<file path="config.mk">
export PLATFORM = sky130hd
export DESIGN_NAME = sdram_request_arbiter
export DESIGN_NICKNAME = d
export VERILOG_FILES = /design/src/rtl/sdram_arbiter_pkg.sv /design/src/rtl/sdram_request_arbiter.sv
export SDC_FILE = /design/constraint.sdc
export NUM_CORES = 1
export LEC_CHECK = 0
export CAP_MARGIN = 20
export CORE_ASPECT_RATIO = 1.1
export CORE_MARGIN = 5
export CORE_UTILIZATION = 40
export CTS_CLUSTER_SIZE = 28
export DETAILED_ROUTE_END_ITERATION = 8
export GPL_ROUTABILITY_DRIVEN = 0
export PLACE_DENSITY = 0.84
export RECOVER_POWER = 25
export SETUP_SLACK_MARGIN = 0.3
export SLEW_MARGIN = 20
export SYNTH_ARGS = -nofsm -noshare
export SYNTH_HDL_FRONTEND = slang
export SYNTH_SLANG_ARGS = --single-unit
export TNS_END_PERCENT = 10
</file>
<file path="constraint.sdc">
create_clock -name clock -period 1.9 [get_ports clock]
set_input_delay 0.285 -clock clock [delete_from_list [all_inputs] [get_ports clock]]
set_output_delay 0.285 -clock clock [all_outputs]
set_load 0.01 [all_outputs]
</file>
<file path="src/rtl/sdram_arbiter_pkg.sv">
// Shared types for the SDRAM request arbiter.
// Command opcodes, arbiter FSM states and host grant identifiers.
package sdram_arbiter_pkg;

    typedef enum logic [1:0] {
        CMD_NOP     = 2'd0,
        CMD_REFRESH = 2'd1,
        CMD_READ    = 2'd2,
        CMD_WRITE   = 2'd3
    } cmd_op_t;

    typedef enum logic [1:0] {
        ST_IDLE,
        ST_ISSUE,
        ST_WAIT,
        ST_DONE
    } arb_state_t;

    typedef enum logic {
        GRANT_READ  = 1'b0,
        GRANT_WRITE = 1'b1
    } grant_t;

endpackage

</file>
<file path="src/rtl/sdram_request_arbiter.sv">
// Arbitrates refresh, host read and host write onto one SDRAM sequencer.
// Refresh has priority; read/write alternate on ties; no preemption.
module sdram_request_arbiter
    import sdram_arbiter_pkg::*;
#(
    parameter int ADDR_WIDTH      = 24,
    parameter int DATA_WIDTH      = 16,
    parameter int REFRESH_HOLDOFF = 3,
    parameter int TIMEOUT_CYCLES  = 1024
) (
    input  logic                  clock,
    input  logic                  reset,
    input  logic                  refresh_request,
    output logic                  refresh_response,
    input  logic                  rd_valid,
    output logic                  rd_ready,
    input  logic [ADDR_WIDTH-1:0] rd_addr,
    output logic [DATA_WIDTH-1:0] rd_data,
    output logic                  rd_data_valid,
    input  logic                  wr_valid,
    output logic                  wr_ready,
    input  logic [ADDR_WIDTH-1:0] wr_addr,
    input  logic [DATA_WIDTH-1:0] wr_data,
    output logic                  cmd_valid,
    input  logic                  cmd_ready,
    output logic [1:0]            cmd_op,
    output logic [ADDR_WIDTH-1:0] cmd_addr,
    output logic [DATA_WIDTH-1:0] cmd_wdata,
    input  logic                  cmd_done,
    input  logic [DATA_WIDTH-1:0] cmd_rdata,
    output logic                  busy,
    output logic                  timeout_error
);

    localparam int HW = $clog2(REFRESH_HOLDOFF + 2);
    localparam int WW = $clog2(TIMEOUT_CYCLES + 1);

    arb_state_t    state_q;
    cmd_op_t       op_q;
    grant_t        last_q;
    logic [HW-1:0] holdoff_q;
    logic [WW-1:0] wait_q;

    logic idle;
    logic ref_win;
    logic rd_win;
    logic wr_win;
    logic cmd_finish;

    assign idle    = (state_q == ST_IDLE);
    assign ref_win = idle && refresh_request && (holdoff_q == '0);
    assign rd_win  = idle && !ref_win && rd_valid
                     && (!wr_valid || last_q == GRANT_WRITE);
    assign wr_win  = idle && !ref_win && wr_valid
                     && (!rd_valid || last_q == GRANT_READ);

    assign rd_ready = rd_win;
    assign wr_ready = wr_win;
    assign busy     = !idle;
    assign cmd_op   = op_q;

    assign cmd_finish = ((state_q == ST_ISSUE) && cmd_ready && cmd_done)
                      || ((state_q == ST_WAIT) && cmd_done);

    always_ff @(posedge clock) begin
        if (reset) begin
            state_q          <= ST_IDLE;
            op_q             <= CMD_NOP;
            last_q           <= GRANT_WRITE;
            holdoff_q        <= '0;
            wait_q           <= '0;
            cmd_valid        <= 1'b0;
            cmd_addr         <= '0;
            cmd_wdata        <= '0;
            refresh_response <= 1'b0;
            rd_data_valid    <= 1'b0;
            rd_data          <= '0;
            timeout_error    <= 1'b0;
        end else begin
            refresh_response <= 1'b0;
            rd_data_valid    <= 1'b0;
            wait_q           <= '0;
            if (holdoff_q != '0)
                holdoff_q <= holdoff_q - HW'(1);

            // Completion pulses land in the DONE cycle that follows.
            if (cmd_finish) begin
                refresh_response <= (op_q == CMD_REFRESH);
                rd_data_valid    <= (op_q == CMD_READ);
                if (op_q == CMD_READ)
                    rd_data <= cmd_rdata;
            end

            unique case (state_q)
                ST_IDLE: begin
                    if (ref_win) begin
                        op_q      <= CMD_REFRESH;
                        cmd_addr  <= '0;
                        cmd_wdata <= '0;
                        cmd_valid <= 1'b1;
                        state_q   <= ST_ISSUE;
                    end else if (rd_win) begin
                        op_q      <= CMD_READ;
                        cmd_addr  <= rd_addr;
                        cmd_wdata <= '0;
                        cmd_valid <= 1'b1;
                        last_q    <= GRANT_READ;
                        state_q   <= ST_ISSUE;
                    end else if (wr_win) begin
                        op_q      <= CMD_WRITE;
                        cmd_addr  <= wr_addr;
                        cmd_wdata <= wr_data;
                        cmd_valid <= 1'b1;
                        last_q    <= GRANT_WRITE;
                        state_q   <= ST_ISSUE;
                    end
                end
                ST_ISSUE: begin
                    if (cmd_ready) begin
                        cmd_valid <= 1'b0;
                        state_q   <= cmd_done ? ST_DONE : ST_WAIT;
                    end
                end
                ST_WAIT: begin
                    wait_q <= wait_q;
                    if (wait_q != WW'(TIMEOUT_CYCLES))
                        wait_q <= wait_q + WW'(1);
                    if (wait_q == WW'(TIMEOUT_CYCLES - 1))
                        timeout_error <= 1'b1;
                    if (cmd_done)
                        state_q <= ST_DONE;
                end
                ST_DONE: begin
                    state_q <= ST_IDLE;
                    if (op_q == CMD_REFRESH)
                        holdoff_q <= HW'(REFRESH_HOLDOFF);
                end
                default: state_q <= ST_IDLE;
            endcase
        end
    end

endmodule

</file>
=== Word level (Yosys, flattened, before mapping) ===
Index checks and enable logic that the tools add are counted.

* Add/sub/neg operators: 2
* Equal/unequal tests: 10
* Multiplexer cells: 25
* Bitwise logic cells: 4
* Reduce and logical (&&, ||, !) cells: 31

{| class="wikitable"
|+ Operators by type and width
! cell !! count
|-
| 24-bit two-way mux || 3
|-
| 16-bit two-way mux || 3
|-
| 2-bit two-way mux || 8
|-
| 11-bit by 1-bit adder with 11-bit output, second input constant || 1
|-
| 11-bit by 10-bit == test with 1-bit output, second input constant || 1
|-
| 11-bit != test, second input constant || 1
|-
| 1-bit logical AND || 10
|-
| 3-bit two-way mux || 3
|-
| 3-bit AND reduction || 3
|-
| 2-bit case mux with 4 select lines || 1
|-
| 2-bit == test, second input constant || 3
|-
| 1-bit two-way mux || 6
|-
| 2-bit AND reduction || 3
|-
| 3-bit nonzero test || 2
|-
| 2-bit by 1-bit == test with 1-bit output, second input constant || 2
|-
| 1-bit logical NOT || 4
|-
| 2-bit != test, second input constant || 2
|-
| 4-bit by 3-bit != test with 1-bit output, second input constant || 1
|-
| 1-bit inverter || 4
|-
| 2-bit nonzero test || 2
|-
| 2-bit OR reduction || 2
|-
| 3-bit logical NOT || 1
|-
| 1-bit logical OR || 3
|-
| 3-bit by 1-bit subtractor with 3-bit output, second input constant || 1
|-
| 2 further kinds || 2
|}

* Bits in registers: 79
* Input bits: 87
* Output and inout bits: 65
* Logic and storage cells: 84

=== Logic depth before layout (Yosys ltp) ===
* Depth in word-level cells: 11
* Depth in mapped cells: 8
* Mapped depth without buffers: 6

=== Least setup slack after synthesis ===
Ideal clock, no wire load.

* Path type: flip-flop to flip-flop
* Start point: reg state_q[1]
* End point: reg rd_data[12]
* Library setup time: 0.068 ns
* Data arrival time: 1.455 ns
* Data required time: 1.832 ns
* Path slack: 0.377 ns
* Cell stages (with the launch flop): 9
* Buffers on the path: 2
* Period minus slack after synthesis: 1.523 ns
* Cell sequence: dfxtp_1 -> inv_1 -> ha_1 -> a21oi_2 -> nand4bb_1 -> buf_4 -> buf_2 -> nand2_1 -> a21oi_2

* Cells in the longest elaborated chain, start to end: 5
* Elaborated cells on any way between the ends: 7
* Those cells by class: 2 x eq/ne; 5 x reduce/logical

{| class="wikitable"
|+ RTL lines
! what !! RTL line !! text
|-
| start: declaration || sdram_request_arbiter.sv:38 || <nowiki>arb_state_t state_q;</nowiki>
|-
| start signal: assignment || sdram_request_arbiter.sv:121 || <nowiki>state_q <= cmd_done ? ST_DONE : ST_WAIT;</nowiki>
|-
| 2-bit by 1-bit == test with 1-bit output || sdram_request_arbiter.sv:62 || <nowiki>assign cmd_finish = ((state_q == ST_ISSUE) && cmd_ready && cmd_done)</nowiki>
|-
| 1-bit logical AND (2 in a row) || sdram_request_arbiter.sv:62 ||
|-
| 1-bit logical OR * || sdram_request_arbiter.sv:63 || <nowiki>|| ((state_q == ST_WAIT) && cmd_done);</nowiki>
|-
| 2-bit AND reduction (no line) * || n/a ||
|-
| end signal: assignment || sdram_request_arbiter.sv:91 || <nowiki>rd_data <= cmd_rdata;</nowiki>
|-
| end: declaration || sdram_request_arbiter.sv:18 || <nowiki>output logic [DATA_WIDTH-1:0] rd_data,</nowiki>
|}

Every way passes the cells marked *; elsewhere a longest branch is shown, timed or not.
A chain may end at the register's enable or synchronous reset.

=== Worst setup path after layout ===
* Start point: reg holdoff_q[0]
* End point: out rd_ready

* Cells in the longest elaborated chain, start to end: 6

{| class="wikitable"
|+ RTL lines
! what !! RTL line !! text
|-
| start: declaration || sdram_request_arbiter.sv:41 || <nowiki>logic [HW-1:0] holdoff_q;</nowiki>
|-
| start signal: assignment || sdram_request_arbiter.sv:84 || <nowiki>holdoff_q <= holdoff_q - HW'(1);</nowiki>
|-
| start signal: assignment || sdram_request_arbiter.sv:136 || <nowiki>holdoff_q <= HW'(REFRESH_HOLDOFF);</nowiki>
|-
| 3-bit logical NOT || sdram_request_arbiter.sv:51 || <nowiki>assign ref_win = idle && refresh_request && (holdoff_q == '0);</nowiki>
|-
| 1-bit logical AND || sdram_request_arbiter.sv:51 ||
|-
| 1-bit logical NOT || sdram_request_arbiter.sv:52 || <nowiki>assign rd_win = idle && !ref_win && rd_valid</nowiki>
|-
| 1-bit logical AND (2 in a row) || sdram_request_arbiter.sv:52 ||
|-
| 1-bit logical AND || sdram_request_arbiter.sv:53 || <nowiki>&& (!wr_valid || last_q == GRANT_WRITE);</nowiki>
|-
| end: declaration || sdram_request_arbiter.sv:16 || <nowiki>output logic rd_ready,</nowiki>
|}

No other way between the ends.

==> results.txt <==
clock skew -> 10.74 ps
post-DP HPWL -> 6972 um
routed len/inst -> 16.18 um
CP max stage cell -> dfxtp_2
Slew @ Worst Pin -> 331.8 ps
post-synth top area share -> 49.90%
largest area contributor in the netlist -> dfxtp_1
GRT Resource Usage Total -> 18.49%
Antenna diodes -> 0
Via Count -> 3098
Synth Cell Area -> 3169 um^2
Power Dens Cells -> 1101 nW/um^2
Comb pwr share -> 40.9%
commonest non-fill, non-tap cells in the layout -> clkdlybuf4s50_1, dfxtp_1, nand2_1
Max stage delay on crit path -> 340 ps
Leakage -> 1.991 nW
Synth area leaders -> dfxtp_1, o2bb2ai_1, a22oi_1
Nets -> 588
Yosys warning total -> 0
Synth Instances -> 319
Synth Register Bits -> 79
Final Hold Fails -> 0
post-route ant nets -> 0
Startpoint Class -> flop
Syn Area/Cell -> 9.935 um^2
drt total wl -> 9788 um
Die Width -> 94.87 um
Min-Delay Path Class -> reg -> reg
layout cells sized above 1 -> 15.69%
Core Util, Final -> 67.70%
root buf cell -> clkbuf_8
pins over their slew limit -> 0
FFs w/ async S/R, synth -> 0%
Post-CTS Hold Buffers -> 0
IO Count -> 152
worst relative slew slack -> 77.80%
# H-tree levels -> 3
Post-synth top flop -> dfxtp_1
required time of the critical path -> 1620 ps
sequential group share of total power -> 36.9%
Layout area overhead -> 67.19%
commonest non-fill, non-tap cell in the layout -> clkdlybuf4s50_1
crit path capture type -> output pin
CP cell instances -> inv_2 > ha_1 > nand3b_4 > nand3_4 > nor2_4 > buf_6
clock power share -> 22.2%
routed vias/inst -> 5.121
post-synth cell types -> 44
initial antenna violation count -> 0
final critical-path required period -> 1708 ps
largest net degree at the start of global routing -> 41
# rows -> 34
DRT iter0 DRCs -> 135
top fanout value on the critical path -> 4
PortBufs -> 151
maximum root-to-sink buffer count -> 2
Setup violations, final -> 0
first-pass GRT wire length -> 14410 um
Fin Setup TNS -> 0 ps
Final period util -> 89.89%
die height -> 103.4 um
Syn Nets -> 415
starting density of the core -> 40.49%
core region area -> 7828 um^2
Inserted Clock Buffers -> 9
Max Fclk -> 585.5 MHz
CP arrival -> 1420 ps
VDD IR max -> 0.5310 mV
total grt overflow -> 0
register area share after synthesis -> 49.90%
fill count -> 620
RSZ-0062 raised after global routing -> yes
vias in the first global route -> 3062
number of flops mapped to enable cells by yosys -> 0
Crit Path Class -> reg -> out
CTS tree -> yes
CTS sink cnt -> 79
die area -> 9805 um^2
CP bufs+invs -> 2
TritonRoute pass-1 iters -> 4
DR DRC count -> 0
Clock transition at path regs -> 80 ps
max-cap violations -> 0
family with the most delay on the worst path -> simple AND/OR/NAND/NOR gates
switching power -> 0.001898 W
switch share -> 32.52%
Internal Power -> 0.003937 W
status -> completed
Skew-Pair Late Insertion Delay -> 350 ps
## cell usage after synthesis, types with 2 or more instances
master / n
mux2i_1: 3
buf_4: 3
nand4_1: 3
buf_2: 10
o2bb2ai_1: 24
o221a_2: 2
o22ai_1: 2
nor4_1: 2
clkbuf_1: 2
xor2_1: 6
and4_1: 2
nand2b_1: 4
a21oi_1: 16
a21oi_2: 5
inv_2: 3
buf_1: 2
xnor2_1: 4
nand3_1: 8
nor2_1: 20
dfxtp_1: 79
ha_1: 9
a211oi_1: 2
nand2_1: 39
and3_1: 2
inv_1: 10
a22o_1: 16
a22oi_1: 24
## through the flow
step                      setup WS (ps)  hold slack, ps  area, um^2  std cells  power [W]
after floorplan                   377.1           410.5        3169        319   0.003159
after global placement           -70.96           441.2        4856        574   0.004089
after detailed placement         -119.2           445.6        4856        574   0.004170
after CTS                         210.5           459.0        5154        596   0.005625
after global routing              116.7           466.3        5299        605   0.006174
final                             192.1           458.0        5299        605   0.005835
## final cells by class
cell class	count	area, um^2	share of cell area, %
flip-flops and latches	79	1590	30.01
clock buffers	13	168.9	3.188
inverters	13	58.81	1.110
well taps	108	135.1	2.550
multi-input cells	209	1528	28.83
repair buffers	180	1778	33.55
clock inverters	3	40.04	0.7556
## repair_timing
action                                 4_1_cts  5_1_grt
buffers inserted                             6        7
setup endpoints to repair                   59       37
endpoints found under the hold margin        0        0
cloned                                       0        2
resized for setup                           29       28
pin swaps                                    4        8
## routing by layer
metal / vias up / GRT usage [%] / part of all wire, %
met4: 0 / 9.101 / 2.3
met1: 1467 / 21.66 / 40
li1: 1503 / - / -
met2: 111 / 31.83 / 51
met3: 17 / 4.269 / 6.5
met5: - / 0 / 0
## final timing paths
check | slack [ps] | end | startpoint | cells past startpoint
hold / removal | 460 | cmd_addr[10] | cmd_addr[10] | 1
hold reg to reg | 460 | cmd_addr[10] | cmd_addr[10] | 1
setup reg to reg | 220 | rd_data[1] | state_q[0] | 7
setup / recovery | 190 | rd_ready | holdoff_q[0] | 6
## registers in the layout, summed over array words and instances, names as in the netlist
register / flops
cmd_addr: 24
cmd_wdata: 16
rd_data: 16
wait_q: 11
holdoff_q: 3
cmd_op: 2
state_q: 2
cmd_valid: 1
last_q: 1
rd_data_valid: 1
refresh_response: 1
timeout_error: 1
## worst register-to-register path, stage by stage, from the launching register on
cell	delay (ps)
dfxtp_1	390
clkbuf_1	200
ha_4	180
a21oi_2	80
nor4bb_4	320
clkbuf_2	260
nand2_1	80
a21oi_1	120
## cells by family (layout without fill, tap and decap cells)
logic type	count (synthesis)	count (layout)	share of synthesized area [%]
buf+inv	31	209	4.659
flops	79	79	49.90
xor+xnor	10	10	2.763
compound gates	97	97	24.16
fa+ha+maj	9	9	3.553
simple gates	90	90	14.02
mux	3	3	0.9475
## power groups by stage
stage / registers (W) / clock network (W) / logic, W
after floorplan: 0.00222 / 0 / 0.000939
after global placement: 0.00214 / 0 / 0.00195
after detailed placement: 0.00215 / 0 / 0.00202
after CTS: 0.00213 / 0.00131 / 0.00218
after global routing: 0.00219 / 0.00142 / 0.00257
final: 0.00215 / 0.00130 / 0.00238
Note: power is estimated with default switching activity, not from simulation.
